<file path="src/rtl/if_stage.sv">
// Instruction-fetch stage: PC register, IF/ID capture, freeze hold and branch squash.
// Optional performance counters are built when IF_PERF_CNT_EN is defined.
module if_stage #(
  parameter logic [31:0] RESET_PC = 32'd0,
  parameter logic [31:0] NOP_WORD = 32'd0
) (
  input  logic        clk,
  input  logic        rst,
  input  logic        freeze,
  input  logic        branch_taken,
  input  logic [31:0] branch_addr,
  input  logic [31:0] instruction,
  output logic [31:0] pc,
  output logic [31:0] if_id_instruction,
  output logic [31:0] if_id_pc,
  output logic        if_id_valid,
  output logic [31:0] fetch_count,
  output logic [31:0] stall_count
);

  logic [31:0] pc_plus4;
  logic        load_valid;
  logic        stall_cycle;

  // Wraps modulo 2^32 by construction
  assign pc_plus4    = pc + 32'd4;
  assign load_valid  = !rst && !branch_taken && !freeze;
  assign stall_cycle = !rst && !branch_taken && freeze;

  always_ff @(posedge clk) begin
    if (rst) begin
      pc                <= RESET_PC;
      if_id_instruction <= NOP_WORD;
      if_id_pc          <= 32'd0;
      if_id_valid       <= 1'b0;
    end else if (branch_taken) begin
      pc                <= {branch_addr[31:2], 2'b00};
      if_id_instruction <= NOP_WORD;
      if_id_pc          <= 32'd0;
      if_id_valid       <= 1'b0;
    end else if (!freeze) begin
      pc                <= pc_plus4;
      if_id_instruction <= instruction;
      if_id_pc          <= pc_plus4;
      if_id_valid       <= 1'b1;
    end
  end

`ifdef IF_PERF_CNT_EN
  logic [31:0] fetch_cnt;
  logic [31:0] stall_cnt;

  always_ff @(posedge clk) begin
    if (rst) begin
      fetch_cnt <= 32'd0;
      stall_cnt <= 32'd0;
    end else begin
      if (load_valid && (fetch_cnt != 32'hFFFF_FFFF))
        fetch_cnt <= fetch_cnt + 32'd1;
      if (stall_cycle && (stall_cnt != 32'hFFFF_FFFF))
        stall_cnt <= stall_cnt + 32'd1;
    end
  end

  assign fetch_count = fetch_cnt;
  assign stall_count = stall_cnt;
`else
  logic unused_cnt;
  assign unused_cnt  = load_valid ^ stall_cycle;
  assign fetch_count = 32'd0;
  assign stall_count = 32'd0;
`endif

endmodule
</file>
<file path="config.mk">
export PLATFORM = sky130hd
export DESIGN_NAME = if_stage
export DESIGN_NICKNAME = d
export VERILOG_FILES = /design/src/rtl/if_stage.sv
export SDC_FILE = /design/constraint.sdc
export NUM_CORES = 1
export LEC_CHECK = 0
export ABC_CLOCK_PERIOD_IN_PS = 6500
export CORE_ASPECT_RATIO = 2
export CORE_MARGIN = 5
export CORE_UTILIZATION = 46
export CTS_BUF_LIST = sky130_fd_sc_hd__clkbuf_2
export DETAILED_ROUTE_END_ITERATION = 8
export PLACE_DENSITY_LB_ADDON = 0.12
export SYNTH_ARGS = -nofsm -noshare
export SYNTH_HDL_FRONTEND = slang
export SYNTH_SLANG_ARGS = --single-unit
export TNS_END_PERCENT = 100
</file>
<file path="constraint.sdc">
create_clock -name clk -period 6.5 [get_ports clk]
set_clock_uncertainty 0.15 [all_clocks]
set_input_delay 1.95 -clock clk [delete_from_list [all_inputs] [get_ports clk]]
set_output_delay 1.95 -clock clk [all_outputs]
set_load 0.05 [all_outputs]
</file>
==> results.py <==
metrics = {
    "final_layout": {
        "layout_commonest_cell": "clkdlybuf4s50_1",
        "layout.cells.most_common_list": "clkdlybuf4s50_1, dfxtp_1, conb_1, nor2_1, a21oi_1",
        "drive_gt1_share_pct": 4.61,
        "fin_util_pct": 60.3,
        "syn_to_final_growth_pct": 28.6,
        "num-nets-final": 780,
    },
    "routing": {
        "drtAntennaViolNets": 0,
        "remaining_drc_errors": 0,
        "via_per_inst": 4.91,
        "wl_per_cell_um": 15.3,
        "vias": 4194,
        "drt-initial-drc-count": 230,
        "detailedRoute.firstPassIterationCount": 4,
        "routed_wl_mm": 13.1,
    },
    "placed_design": {
        "place_hpwl_mm": 9.86,
        "place_congestion": 0.840,
        "port_buffers": 158,
    },
    "timing": {
        "fin_crit_sh_pct": 64.0,
        "tightest_slew_ns": 1.04,
        "max_clock_freq_mhz": 240,
        "rsz0062_at_grt": "no",
        "slew_violations": 0,
        "slew_headroom_pct": 30.7,
        "holdWs_ns": 0.328,
        "period_needed_ns": 4.16,
        "finalSetupViolCount": 0,
        "setup_tns_ns": 0,
        "hold_violations": 0,
    },
    "synth": {
        "synth-edff-count": 0,
        "synth-seq-cells": 93,
        "syn_avg_cell_area_sq_um": 8.56,
        "synth_cells": 574,
        "yosysSeqAreaShare_pct": 37.9,
        "syn_area_sq_um": 4910,
        "yosysWarnings": 0,
        "synth_ff_type": "dfxtp_1",
        "yosysTopAreaCell": "dfxtp_1",
        "synth_cell_types": 42,
        "netlist.area_leader.share_pct": 37.9,
        "synth.area.top_cells": "dfxtp_1, buf_4, mux2i_1",
        "synthArstFlopShare_pct": 0,
    },
    "setup_path": {
        "start_kind": "register",
        "critPathKind": "register to output pin",
        "cp_data_arrival_time_ns": 2.06,
        "cp_max_fo": 9,
        "path_buf_inv": 1,
        "critPathMaxStageDelay_ns": 0.91,
        "endpoint_kind": "output pin",
        "worst_ep_required_time_ns": 4.40,
        "cpMaxStageDelayCell": "clkdlybuf4s50_1",
        "path_cells": "clkdlybuf4s50_1",
        "path_delay_family": "buffers and inverters",
    },
    "global_routing": {
        "grt_pass1_wl_mm": 20.7,
        "antenna_found_initial": 1,
        "first_global_vias": 4228,
        "track_usage_pct": 19.7,
        "overflow": 0,
        "grt_max_degree": 66,
    },
    "hold_path": {
        "hold_path.class": "register to register",
    },
    "run_status": {
        "status": "finished, final reports clean",
    },
    "die": {
        "core_area_sq_um": 10500,
        "start_util_pct": 46.9,
        "row_count": 53,
        "io_pins": 229,
        "die_h_um": 156,
        "dieWidth_um": 83.1,
        "die_area_sq_um": 13000,
    },
    "clock_tree": {
        "cts_buffer_depth": 2,
        "ctsHoldBuffers": 0,
        "cts_num_sinks": 93,
        "cts_tree": "yes",
        "cts_root_buf": "clkbuf_2",
        "worstSkewPairLatency_ns": 0.57,
        "numCtsBuffers": 9,
        "cts_setup_buffers": 0,
        "cts_resized": 0,
        "htreeDepth": 3,
        "cts.clk_slew.worst_paths_ns": 0.23,
    },
    "run": {
        "drv_cap": 0,
    },
    "power_and_ir_drop": {
        "leakage_nw": 2.53,
        "peakVddDrop_mv": 0.182,
        "power_density_nw_per_um2": 201,
    },
}
## synth_stat cells, types with 5 or more instances
master and count:
o21a_1 16, nor3_1 13, nand2_1 32, dfxtp_1 93, nor2_1 65, nand4_1 13, buf_4 68, inv_1 20
mux2i_1 38, clkbuf_8 6, o21ai_0 22, nand3_1 17, xor2_1 20, o31a_1 5, xnor2_1 28, a21oi_1 49
clkbuf_1 18, nor4_1 7
## per-layer routing
| layer | track usage (%) | wire (um) | vias to the layer above |
|---|---|---|---|
| met2 | 35.7 | 6860 | 176 |
| met5 | 0 | 0 | - |
| met4 | 9.74 | 393 | 0 |
| met3 | 7.51 | 1240 | 25 |
| li1 | - | - | 2076 |
| met1 | 19.3 | 4570 | 1917 |
## power breakdown
part / switching, W / internal, W / leakage (nW)
combinational: 0.000245 / 0.000113 / 1.69
sequential: 0.0000316 / 0.000597 / 0.762
clock: 0.000194 / 0.0000932 / 0.0759
## kinds of logic (layout without fill, tap and decap cells)
logic type      Yosys count  count (layout)  share of synthesized area (%)
simple gates            172             172                           17.7
compound gates           98              98                           11.4
xor+xnor                 48              48                           8.55
fa+ha+maj                 1               1                          0.255
flops                    93              93                           37.9
buf+inv                 123             198                           16.4
mux                      38              38                           7.74
other cells               1              69                         0.0763
## through the flow
stage	total power (W)	area [sq um]	setup slack, ns	instances
2_1_floorplan	0.000924	5170	3.12	641
3_3_place_gp	0.000994	6210	2.56	837
3_5_place_dp	0.000997	6210	2.50	837
4_1_cts	0.00128	6320	2.29	853
5_1_grt	0.00133	6320	2.26	854
6_report	0.00127	6320	2.34	854
## area by class of cell
| class | count | area [sq um] |
|---|---|---|
| fillers | 1001 | 4160 |
| multi-input cells | 425 | 2500 |
| flip-flops and latches | 93 | 1860 |
| repair buffers | 162 | 1600 |
| well taps | 137 | 171 |
| inverters | 20 | 75.1 |
| clock buffers | 12 | 60.1 |
| clock inverters | 4 | 48.8 |
| diodes | 1 | 2.50 |
## registers in the layout, summed over array words and instances (netlist names)
name,cells
if_id_valid,1
pc,30
if_id_instruction,32
if_id_pc,30
## worst paths after layout
check              startpoint           end  slack, ns  cells past startpoint
setup / recovery        pc[7]         pc[7]       2.34                      1
hold / removal    if_id_pc[7]   if_id_pc[7]       0.33                      2
setup reg to reg        pc[2]  if_id_pc[30]       3.78                      6
hold reg to reg   if_id_pc[7]   if_id_pc[7]       0.33                      2
(Power assumes the default switching activity.)
